--- config.mk ---
export PLATFORM = sky130hd
export DESIGN_NAME = frame_gate_ctrl
export DESIGN_NICKNAME = d
export VERILOG_FILES = /design/src/rtl/frame_gate_pkg.sv /design/src/rtl/frame_gate_ctrl_axis_out_slot.sv /design/src/rtl/frame_gate_ctrl.sv
export SDC_FILE = /design/constraint.sdc
export NUM_CORES = 1
export LEC_CHECK = 0
export CORE_UTILIZATION = 50
export CTS_CLUSTER_DIAMETER = 60
export CTS_CLUSTER_SIZE = 40
export DETAILED_ROUTE_END_ITERATION = 8
export PLACE_DENSITY = 0.74
export SLEW_MARGIN = 25
export SYNTH_ARGS = -nofsm -noshare
export SYNTH_HDL_FRONTEND = slang
export SYNTH_HIERARCHICAL = 1
export SYNTH_SLANG_ARGS = --single-unit
--- constraint.sdc ---
create_clock -name s_aclk -period 3 [get_ports s_aclk]
set_clock_uncertainty 0.1 [all_clocks]
set_input_delay 0.6 -clock s_aclk [delete_from_list [all_inputs] [get_ports s_aclk]]
set_output_delay 0.6 -clock s_aclk [all_outputs]
set_load 0.02 [all_outputs]
--- src/rtl/frame_gate_pkg.sv ---
// frame_gate_pkg: gate FSM state encoding and ctrl_cmd codes shared by frame_gate_ctrl
package frame_gate_pkg;
  typedef enum logic [2:0] {ST_IDLE, ST_WAIT_SOF, ST_PASS, ST_FLUSH, ST_DROP} state_t;
  localparam logic [3:0] CMD_STOP   = 4'b0000;
  localparam logic [3:0] CMD_RUN    = 4'b0001;
  localparam logic [3:0] CMD_SINGLE = 4'b0010;
  localparam logic [3:0] CMD_CLR    = 4'b0011;
endpackage

--- src/rtl/frame_gate_ctrl_axis_out_slot.sv ---
// axis_out_slot: one-entry AXIS output register; ins loads a synthetic beat (data 0, tlast 1, tuser 0)
//   in_*     beat to load when can_load
//   ins      load the synthetic end-of-line beat instead of in_*
//   can_load slot empty or being drained this cycle
//   m_*      AXIS master side, held stable while m_tvalid & !m_tready
module axis_out_slot #(
  parameter int DATA_WIDTH = 8
) (
  input  logic                  clk,
  input  logic                  rst_n,
  input  logic                  in_valid,
  input  logic [DATA_WIDTH-1:0] in_data,
  input  logic                  in_last,
  input  logic                  in_user,
  input  logic                  ins,
  output logic                  can_load,
  output logic                  m_tvalid,
  input  logic                  m_tready,
  output logic [DATA_WIDTH-1:0] m_tdata,
  output logic                  m_tlast,
  output logic                  m_tuser
);
  logic vld_q, vld_d, last_q, last_d, user_q, user_d, ld;
  logic [DATA_WIDTH-1:0] data_q, data_d;
  always_comb begin
    can_load = !vld_q || m_tready;
    ld       = can_load && (in_valid || ins);
    vld_d    = can_load ? (in_valid || ins) : vld_q;
    data_d   = ld ? (ins ? '0 : in_data) : data_q;
    last_d   = ld ? (ins || in_last) : last_q;
    user_d   = ld ? (!ins && in_user) : user_q;
  end
  always_ff @(posedge clk or negedge rst_n)
    if (!rst_n) begin
      vld_q  <= 1'b0;
      data_q <= '0;
      last_q <= 1'b0;
      user_q <= 1'b0;
    end else begin
      vld_q  <= vld_d;
      data_q <= data_d;
      last_q <= last_d;
      user_q <= user_d;
    end
  assign m_tvalid = vld_q;
  assign m_tdata  = data_q;
  assign m_tlast  = last_q;
  assign m_tuser  = user_q;
endmodule

--- src/rtl/frame_gate_ctrl.sv ---
// frame_gate_ctrl: frame-aligned gate between a non-stallable pixel source and an AXIS FIFO
//   ctrl_cmd      stop / run / single frame / clear stats
//   s_axis_*      source beats (no tready), tlast = end of line, tuser = start of frame
//   m_axis_*      gated output through a one-entry slot
//   busy          in PASS or FLUSH
//   frame_cnt     complete frames passed, drop_cnt frames aborted on overflow (saturating)
//   geom_err      sticky line/frame geometry violation
module frame_gate_ctrl
  import frame_gate_pkg::*;
#(
  parameter int DATA_WIDTH = 8,
  parameter int IMG_WIDTH  = 640,
  parameter int IMG_HEIGHT = 480,
  parameter int CNT_WIDTH  = 16
) (
  input  logic                  s_aclk,
  input  logic                  s_aresetn,
  input  logic [3:0]            ctrl_cmd,
  input  logic                  s_axis_tvalid,
  input  logic [DATA_WIDTH-1:0] s_axis_tdata,
  input  logic                  s_axis_tlast,
  input  logic                  s_axis_tuser,
  output logic                  m_axis_tvalid,
  input  logic                  m_axis_tready,
  output logic [DATA_WIDTH-1:0] m_axis_tdata,
  output logic                  m_axis_tlast,
  output logic                  m_axis_tuser,
  output logic                  busy,
  output logic [CNT_WIDTH-1:0]  frame_cnt,
  output logic [CNT_WIDTH-1:0]  drop_cnt,
  output logic                  geom_err
);
  // x carries one spare bit so an overlong line saturates instead of wrapping back onto IMG_WIDTH-1
  localparam int XW = $clog2(IMG_WIDTH + 1) + 1;
  localparam int YW = $clog2(IMG_HEIGHT + 1);
  localparam logic [XW-1:0] XMAX = XW'(IMG_WIDTH - 1);
  localparam logic [YW-1:0] YMAX = YW'(IMG_HEIGHT - 1);
  state_t state_q, state_d;
  logic [XW-1:0] x_q, x_d, x0;
  logic [YW-1:0] y_q, y_d, y0;
  logic [3:0] cmd_q;
  logic single_q, single_d, stop_q, stop_d, fl_q, fl_d, geom_q, geom_d;
  logic [CNT_WIDTH-1:0] frame_cnt_q, frame_cnt_d, drop_cnt_q, drop_cnt_d;
  logic fwd, ins, ovf, done, gerr, cont, clr, can_load;
  always_comb begin
    state_d  = state_q;
    x_d      = x_q;
    y_d      = y_q;
    single_d = single_q;
    stop_d   = stop_q || (ctrl_cmd == CMD_STOP);
    fl_d     = fl_q;
    fwd      = 1'b0;
    ins      = 1'b0;
    ovf      = 1'b0;
    done     = 1'b0;
    gerr     = 1'b0;
    // a SOF beat always restarts geometry at (0,0), whether it opens or re-opens a frame
    x0       = s_axis_tuser ? '0 : x_q;
    y0       = s_axis_tuser ? '0 : y_q;
    cont     = !single_q && !stop_q && (ctrl_cmd != CMD_STOP);
    case (state_q)
      ST_IDLE: begin
        stop_d = 1'b0;
        if (ctrl_cmd == CMD_RUN) begin
          state_d  = ST_WAIT_SOF;
          single_d = 1'b0;
        end else if (ctrl_cmd == CMD_SINGLE && cmd_q != CMD_SINGLE) begin
          state_d  = ST_WAIT_SOF;
          single_d = 1'b1;
        end
      end
      ST_WAIT_SOF:
        if (!single_q && ctrl_cmd == CMD_STOP) state_d = ST_IDLE;
        else fwd = s_axis_tvalid && s_axis_tuser && can_load;
      ST_PASS: begin
        fwd  = s_axis_tvalid && can_load;
        ovf  = s_axis_tvalid && !can_load;
        gerr = fwd && s_axis_tuser && (x_q != '0 || y_q != '0);
      end
      ST_FLUSH: begin
        // the synthetic beat enters the slot in the cycle the held beat drains
        ins  = !fl_q && can_load;
        fl_d = fl_q || ins;
        if (fl_q && m_axis_tvalid && m_axis_tready) begin
          state_d = ST_DROP;
          fl_d    = 1'b0;
        end
      end
      ST_DROP:
        if (s_axis_tvalid && s_axis_tuser) begin
          if (cont) fwd = can_load;
          else state_d = ST_IDLE;
        end
      default: state_d = ST_IDLE;
    endcase
    if (fwd) begin
      state_d = ST_PASS;
      y_d     = y0;
      if (s_axis_tlast) begin
        x_d  = '0;
        gerr = gerr || (x0 != XMAX);
        done = (y0 == YMAX);
        y_d  = done ? '0 : y0 + 1'b1;
        if (done) state_d = cont ? ST_WAIT_SOF : ST_IDLE;
      end else x_d = (&x0) ? x0 : x0 + 1'b1;
    end
    if (ovf) begin
      state_d = ST_FLUSH;
      x_d     = '0;
      y_d     = '0;
    end
  end
  always_comb begin
    clr         = (ctrl_cmd == CMD_CLR);
    frame_cnt_d = clr ? '0 : (done && !(&frame_cnt_q)) ? frame_cnt_q + 1'b1 : frame_cnt_q;
    drop_cnt_d  = clr ? '0 : (ovf && !(&drop_cnt_q)) ? drop_cnt_q + 1'b1 : drop_cnt_q;
    geom_d      = !clr && (geom_q || gerr);
  end
  always_ff @(posedge s_aclk or negedge s_aresetn)
    if (!s_aresetn) begin
      state_q     <= ST_IDLE;
      x_q         <= '0;
      y_q         <= '0;
      cmd_q       <= CMD_STOP;
      single_q    <= 1'b0;
      stop_q      <= 1'b0;
      fl_q        <= 1'b0;
      geom_q      <= 1'b0;
      frame_cnt_q <= '0;
      drop_cnt_q  <= '0;
    end else begin
      state_q     <= state_d;
      x_q         <= x_d;
      y_q         <= y_d;
      cmd_q       <= ctrl_cmd;
      single_q    <= single_d;
      stop_q      <= stop_d;
      fl_q        <= fl_d;
      geom_q      <= geom_d;
      frame_cnt_q <= frame_cnt_d;
      drop_cnt_q  <= drop_cnt_d;
    end
  axis_out_slot #(.DATA_WIDTH(DATA_WIDTH)) u_slot (
    .clk      (s_aclk),
    .rst_n    (s_aresetn),
    .in_valid (fwd),
    .in_data  (s_axis_tdata),
    .in_last  (s_axis_tlast),
    .in_user  (s_axis_tuser),
    .ins      (ins),
    .can_load (can_load),
    .m_tvalid (m_axis_tvalid),
    .m_tready (m_axis_tready),
    .m_tdata  (m_axis_tdata),
    .m_tlast  (m_axis_tlast),
    .m_tuser  (m_axis_tuser)
  );
  assign busy      = (state_q == ST_PASS) || (state_q == ST_FLUSH);
  assign frame_cnt = frame_cnt_q;
  assign drop_cnt  = drop_cnt_q;
  assign geom_err  = geom_q;
endmodule

* Word level (Yosys, flattened, before mapping) *
Index checks and enable logic that the tools add are counted.

operators by class
  equal/unequal tests = 16
  reduce and logical (&&, ||, !) cells = 50
  muxes and demuxes = 42
  add/sub/neg operators = 4

operators with widths
  cell                                                                        number
  16-bit 2-to-1 mux                                                           4
  11-bit 2-to-1 mux                                                           5
  9-bit 2-to-1 mux                                                            5
  16-bit by 1-bit adder with 16-bit output (second input constant)            2
  16-bit AND reduction                                                        2
  3-bit 2-to-1 mux                                                            8
  1-bit logical AND                                                           18
  4-bit by 3-bit inequality test with 1-bit output (second input constant)    4
  1-bit 2-to-1 mux                                                            15
  3-bit one-hot mux with 5 select lines                                       1
  11-bit by 1-bit adder with 11-bit output (second input constant)            1
  11-bit by 10-bit inequality test with 1-bit output (second input constant)  1
  11-bit AND reduction                                                        1
  11-bit nonzero test                                                         1
  9-bit by 1-bit adder with 9-bit output (second input constant)              1
  9-bit == test (second input constant)                                       1
  1-bit logical NOT                                                           9
  1-bit logical OR                                                            9
  9-bit nonzero test                                                          1
  4-bit by 2-bit == test with 1-bit output (second input constant)            2
  8-bit 2-to-1 mux                                                            1
  2-bit nonzero test                                                          4
  3-bit by 2-bit == test with 1-bit output (second input constant)            2
  6-bit AND reduction                                                         1
  other kinds (12)                                                            13

word-level totals
  bits in registers = 74
  word-level logic and storage cells = 126
  input port bits = 18
  output and inout port bits = 45

* Depth between registers and ports, before layout *
  word-level depth = 11
  gate-level depth with buffers = 12
  gate-level depth less buffers = 8

* Hierarchy *
Netlist, hierarchy kept.

by module, submodules not included
  module           sequential area each (um^2)  times used  cells each  area an instance (um^2)
  frame_gate_ctrl  1,576.5                      1           408         3,777.4
  axis_out_slot    275.3                        1           50          508.0

* Worst setup path after synthesis *
No wires, ideal clock.

  kind = in2reg
  from = in s_axis_tuser
  to = reg frame_cnt_q[11] (netlist: frame_cnt[11])
  arrival = 2.496 ns
  slack = 0.326 ns
  cell stages on the path = 9
  path through = clkbuf_1 > clkbuf_1 > nor2b_1 > ha_1 > nand4b_1 > nor4_4 > nand2_2 > or4_1 > a21oi_1

between the ends
  longest elaborated chain between the ends = 7
  elaborated cells between the ends (all ways) = 11
  those cells by class = eq/ne: 1; mux: 6; reduce/logical: 4

ends and longest elaborated chain
  item                                                                      line                    text
  start, declared                                                           frame_gate_ctrl.sv:22   input logic s_axis_tuser,
  parallel branches: the longest is 4 deep, another holds 9-bit 2-to-1 mux  n/a
  1-bit 2-to-1 mux (*)                                                      frame_gate_ctrl.sv:96   if (fwd) begin
  1-bit logical AND (*)                                                     frame_gate_ctrl.sv:115  frame_cnt_d = clr ? '0 : (done && !(&frame_cnt_q)) ? frame_cnt_q + 1'b1 : frame_cnt_q;
  2-bit nonzero test (no line) (*)                                          n/a
  end signal, assigned                                                      frame_gate_ctrl.sv:140  frame_cnt_q <= frame_cnt_d;
  end, declared                                                             frame_gate_ctrl.sv:43   logic [CNT_WIDTH-1:0] frame_cnt_q, frame_cnt_d, drop_cnt_q, drop_cnt_d;

Mark *: on every way between the ends.
A chain may end at the register's enable or synchronous reset.

* Worst setup path in the final report *
Ends and elaborated chain as after synthesis.

==> impl_results.html <==
<table>
<tr><th>Metric</th><th>Value</th></tr>
<tr><th colspan="2">Status</th></tr>
<tr><td>Outcome</td><td>finished clean</td></tr>
<tr><th colspan="2">Setup path</th></tr>
<tr><td>Data arrival time at the worst-slack endpoint</td><td>around 2900 ps</td></tr>
<tr><td>Highest cell delay on the worst timing path</td><td>520 ps</td></tr>
<tr><td>Startpoint class of the critical path</td><td>input pin</td></tr>
<tr><td>Series of cell instances along the critical path</td><td>clkdlybuf4s50_1 &gt; nor2b_1 &gt; ha_1 &gt; nand4b_1 &gt; nor4_4 &gt; nand2_2 &gt; or4_1 &gt; a21oi_1</td></tr>
<tr><td>Critical path endpoint category</td><td>register</td></tr>
<tr><td>Worst Path Required</td><td>~3200 ps</td></tr>
<tr><td>Kind of cell adding the most delay to the critical path</td><td>simple AND/OR/NAND/NOR gates</td></tr>
<tr><td>Buffers and inverters on the worst path</td><td>1</td></tr>
<tr><td>Critical path's slowest cell</td><td>sky130_fd_sc_hd__or4_1</td></tr>
<tr><td>Worst Path Class, Setup</td><td>input pin to register</td></tr>
<tr><td>Max FO, Critical Path</td><td>16</td></tr>
<tr><th colspan="2">Power</th></tr>
<tr><td>Tot Pwr</td><td>3.27 mW</td></tr>
<tr><td>Lkg Pwr</td><td>about 2.2 nW</td></tr>
<tr><td>Power Dens Cells</td><td>615 nW/um^2</td></tr>
<tr><td>Highest ir drop seen on vdd</td><td>0.000334 V</td></tr>
<tr><th colspan="2">Clocking</th></tr>
<tr><td>Total CTS buffers</td><td>9</td></tr>
<tr><td>Clock latency of the later-clocked register in the worst-skew pair</td><td>about 360 ps</td></tr>
<tr><td>Post-CTS Hold Fix Bufs</td><td>1</td></tr>
<tr><td>Count of cells resized by post-cts repair</td><td>0</td></tr>
<tr><td>H-tree levels</td><td>3</td></tr>
<tr><td>TritonCTS clock tree</td><td>done</td></tr>
<tr><td>Clk pin slew, worst setup/hold paths</td><td>roughly 80 ps</td></tr>
<tr><td>Post-CTS Setup Repair Bufs</td><td>0</td></tr>
<tr><td>Clock root cell</td><td>sky130_fd_sc_hd__clkbuf_8</td></tr>
<tr><td>TritonCTS sink count</td><td>between 70 and 80</td></tr>
<tr><td>Clock tree buffer depth</td><td>2</td></tr>
<tr><th colspan="2">Routing</th></tr>
<tr><td>DR WL/cell</td><td>between 15 and 20 um</td></tr>
<tr><td>Number of DRC markers in iteration 0</td><td>~220</td></tr>
<tr><td>Via total after detailed routing</td><td>about 4000</td></tr>
<tr><td>Number of nets still failing antenna checks after routing</td><td>0</td></tr>
<tr><td>Drt pass-1 iters</td><td>5</td></tr>
<tr><td>Remaining design rule violation count</td><td>0</td></tr>
<tr><td>Vias per Instance</td><td>between 6 and 7</td></tr>
<tr><td>Total wire length after detailed routing</td><td>10.7 mm</td></tr>
<tr><th colspan="2">GRT</th></tr>
<tr><td>Wire length of the first global-routing pass</td><td>between 15 and 20 mm</td></tr>
<tr><td>Congestion Overflow GR</td><td>0</td></tr>
<tr><td>Vias in the first global route</td><td>3806</td></tr>
<tr><td>Total track usage</td><td>25.9%</td></tr>
<tr><td>Antenna violations before repair</td><td>0</td></tr>
<tr><td>Largest net degree at the start of global routing</td><td>45</td></tr>
<tr><th colspan="2">Yosys</th></tr>
<tr><td>Share of flip-flops with an asynchronous set or reset</td><td>100%</td></tr>
<tr><td>Net count after synthesis</td><td>480</td></tr>
<tr><td>Largest family of logic cells by synthesized area</td><td>simple AND/OR/NAND/NOR gates</td></tr>
<tr><td>Count of yosys warnings during synthesis</td><td>6</td></tr>
<tr><td>Synthesized-area fraction occupied by ao, oa, aoi and oai cells</td><td>19.8%</td></tr>
<tr><td>Adder-cell share of the synthesized area</td><td>under 10%</td></tr>
<tr><td>Number of library cell types mapped by synthesis</td><td>73</td></tr>
<tr><td>Flip-flop cell with the highest count after synthesis</td><td>sky130_fd_sc_hd__dfrtp_1</td></tr>
<tr><td>Sequential element share of the synthesized area</td><td>a little over two fifths</td></tr>
<tr><td>Simple-gate area share of the yosys netlist</td><td>about 27%</td></tr>
<tr><td>Post-synthesis cell area</td><td>approximately 4300 um^2</td></tr>
<tr><td>EDFF count, synth</td><td>0</td></tr>
<tr><td>Flip-flop and latch count after synthesis</td><td>74</td></tr>
<tr><td>Post-synthesis average cell area</td><td>9.36 um^2</td></tr>
<tr><td>Synth Area in XOR/XNOR</td><td>around 2.9%</td></tr>
<tr><td>Gate count of the mapped netlist</td><td>approximately 460</td></tr>
<tr><td>Share of synthesized area spent on multiplexers</td><td>0.964%</td></tr>
<tr><th colspan="2">Min path</th></tr>
<tr><td>Tightest Hold Check Type</td><td>register to register</td></tr>
<tr><th colspan="2">Timing</th></tr>
<tr><td>Unrepaired setup endpoints after global routing</td><td>false</td></tr>
<tr><td>Highest clock frequency the design can meet</td><td>roughly 0.37 GHz</td></tr>
<tr><td>Crit share post-route</td><td>about nine tenths</td></tr>
<tr><td>Final Hold Vio Count</td><td>0</td></tr>
<tr><td>Slew at the pin closest to its max-slew limit</td><td>approximately 540 ps</td></tr>
<tr><td>Min cycle time layout</td><td>roughly 2700 ps</td></tr>
<tr><td>Setup Viol. Count Final</td><td>0</td></tr>
<tr><td>Worst slew margin relative to its limit</td><td>approximately 64%</td></tr>
<tr><td>Number of slew-limit violations in the final report</td><td>0</td></tr>
<tr><th colspan="2">Layout</th></tr>
<tr><td>Fillcell total</td><td>703</td></tr>
<tr><td>Synth-to-Final Area Change</td><td>23.9%</td></tr>
<tr><td>Fraction of final layout cells with drive strength greater than 1</td><td>between 10% and 20%</td></tr>
<tr><td>Number of inserted diodes</td><td>0</td></tr>
<tr><td>Leading cell type in the layout, fill and taps excluded</td><td>sky130_fd_sc_hd__dfrtp_1</td></tr>
<tr><td>Highest-count cells in the layout ignoring fill and taps</td><td>sky130_fd_sc_hd__dfrtp_1, sky130_fd_sc_hd__clkdlybuf4s50_1, sky130_fd_sc_hd__nand2_1, sky130_fd_sc_hd__o21ai_0, sky130_fd_sc_hd__nor2_1</td></tr>
<tr><td>Final Non-Filler Cells</td><td>around 640</td></tr>
<tr><td>Total Nets Final</td><td>about 560</td></tr>
<tr><th colspan="2">Flow run</th></tr>
<tr><td>Max Cap Viol</td><td>0</td></tr>
<tr><th colspan="2">Placed design</th></tr>
<tr><td>Number of instances in the placed design</td><td>~630</td></tr>
<tr><td>Input/output buffers</td><td>62</td></tr>
<tr><td>Final weighted congestion of routability-driven global placement</td><td>~0.88</td></tr>
<tr><td>HPWL Detailed</td><td>7.44 mm</td></tr>
<tr><th colspan="2">Floorplanning</th></tr>
<tr><td>Vert. Die Dim</td><td>roughly 95 um</td></tr>
<tr><td>Core Rows</td><td>33</td></tr>
<tr><td>Number of top-level pins</td><td>63</td></tr>
<tr><td>Area of the die</td><td>around 8900 um^2</td></tr>
<tr><td>Core ar.</td><td>approximately 8300 um^2</td></tr>
<tr><td>Die W</td><td>roughly 95 um</td></tr>
<tr><td>Initial Util</td><td>between 50% and 60%</td></tr>
</table>
## area by class of cell
class	instances	area, um^2	area share (%)
Clock buffer	12	155	2.92
Sequential cell	74	1850	34.9
Clock inverter	2	37.5	0.707
Timing Repair Buffer	90	853	16.1
Multi-Input combinational cell	345	2230	42.0
Inverter	14	52.6	0.990
Tap cell	105	131	2.47
## routing by layer
metal	vias up	global-route usage (%)	part of all wire, %
met1	1945	34.9	47
met2	141	41.4	46
met4	0	9.97	1.2
met3	12	4.75	5.8
met5	-	0	0
li1	1893	-	-
## worst register-to-register path, stage by stage (launching register included)
cell	delay, ps
sky130_fd_sc_hd__dfrtp_1	420
sky130_fd_sc_hd__nor2b_1	210
sky130_fd_sc_hd__ha_1	200
sky130_fd_sc_hd__nand4b_1	180
sky130_fd_sc_hd__nor4_4	280
sky130_fd_sc_hd__nand2_2	220
sky130_fd_sc_hd__or4_1	530
sky130_fd_sc_hd__a21oi_1	150
## Yosys cell counts (4+ instances only)
cell type / count / area (um^2)
sky130_fd_sc_hd__nand4_1: 15 / 93.8
sky130_fd_sc_hd__nor2b_1: 8 / 50.1
sky130_fd_sc_hd__clkbuf_1: 8 / 30.0
sky130_fd_sc_hd__buf_2: 9 / 45.0
sky130_fd_sc_hd__inv_1: 13 / 48.8
sky130_fd_sc_hd__and4_1: 6 / 52.6
sky130_fd_sc_hd__o41ai_1: 5 / 43.8
sky130_fd_sc_hd__a21o_1: 4 / 30.0
sky130_fd_sc_hd__or3_1: 8 / 50.1
sky130_fd_sc_hd__o31ai_1: 8 / 60.1
sky130_fd_sc_hd__dfrtp_1: 74 / 1850
sky130_fd_sc_hd__o21ai_0: 30 / 150
sky130_fd_sc_hd__a22o_1: 7 / 61.3
sky130_fd_sc_hd__nand2_1: 31 / 116
sky130_fd_sc_hd__nor4_1: 5 / 31.3
sky130_fd_sc_hd__a21oi_1: 27 / 135
sky130_fd_sc_hd__or4_1: 13 / 97.6
sky130_fd_sc_hd__xor2_1: 8 / 70.1
sky130_fd_sc_hd__o211ai_1: 6 / 45.0
sky130_fd_sc_hd__nand3_1: 28 / 140
sky130_fd_sc_hd__xnor2_1: 6 / 52.6
sky130_fd_sc_hd__nor3_1: 11 / 55.1
sky130_fd_sc_hd__o21ai_1: 11 / 55.1
sky130_fd_sc_hd__nor2_1: 29 / 109
sky130_fd_sc_hd__ha_1: 4 / 50.1
sky130_fd_sc_hd__and3_1: 10 / 62.6
sky130_fd_sc_hd__nand4b_1: 8 / 70.1
sky130_fd_sc_hd__and2_1: 4 / 25.0
sky130_fd_sc_hd__buf_6: 4 / 45.0
## report_power, final
group / internal (mW) / switching, mW
sequential: 1.15 / 0.150
clock: 0.421 / 0.376
combinational: 0.529 / 0.642
## flip-flops by register name, indices dropped and copies added (netlist names), 3 cells and up
register	cells
drop_cnt	16
frame_cnt	16
x_q	11
y_q	9
u_slot/m_tdata	8
cmd_q	4
state_q	3
## through the flow
| step | util [%] | hold WS (ps) | worst slack (ps) | setup TNS [ps] | area, um^2 |
|---|---|---|---|---|---|
| after detailed placement | 61.8 | 353 | -5.06 | -6.35 | 5110 |
| after CTS | 64.3 | 423 | 351 | 0 | 5310 |
| after floorplan | - | 204 | 326 | 0 | 4290 |
| after global routing | 64.3 | 451 | 137 | 0 | 5310 |
| final | 64.3 | 418 | 330 | 0 | 5310 |
| after global placement | 61.8 | 352 | 61.1 | 0 | 5110 |
## worst paths after layout
kind                           startpoint              to  slack [ps]  cells after the start
min in group asynchronous       s_aresetn        cmd_q[2]         510                      2
max in group asynchronous       s_aresetn    frame_cnt[4]        1720                      3
hold / removal             u_slot/m_tuser  u_slot/m_tuser         420                      2
setup / recovery             s_axis_tuser   frame_cnt[11]         330                      8
setup reg to reg                   y_q[0]   frame_cnt[11]         660                      7
hold reg to reg            u_slot/m_tuser  u_slot/m_tuser         420                      2
## logic make-up (layout without fill, tap and decap cells)
family / count (synthesis) / after routing
multiplexers: 4 / 4
adder cells (fa/ha/maj): 4 / 4
flip-flops: 74 / 74
AO/OA/AOI/OAI: 127 / 127
AND/OR/NAND/NOR: 196 / 196
buffers and inverters: 39 / 118
XOR/XNOR: 14 / 14
No activity file was read; power rests on OpenSTA's default activity.
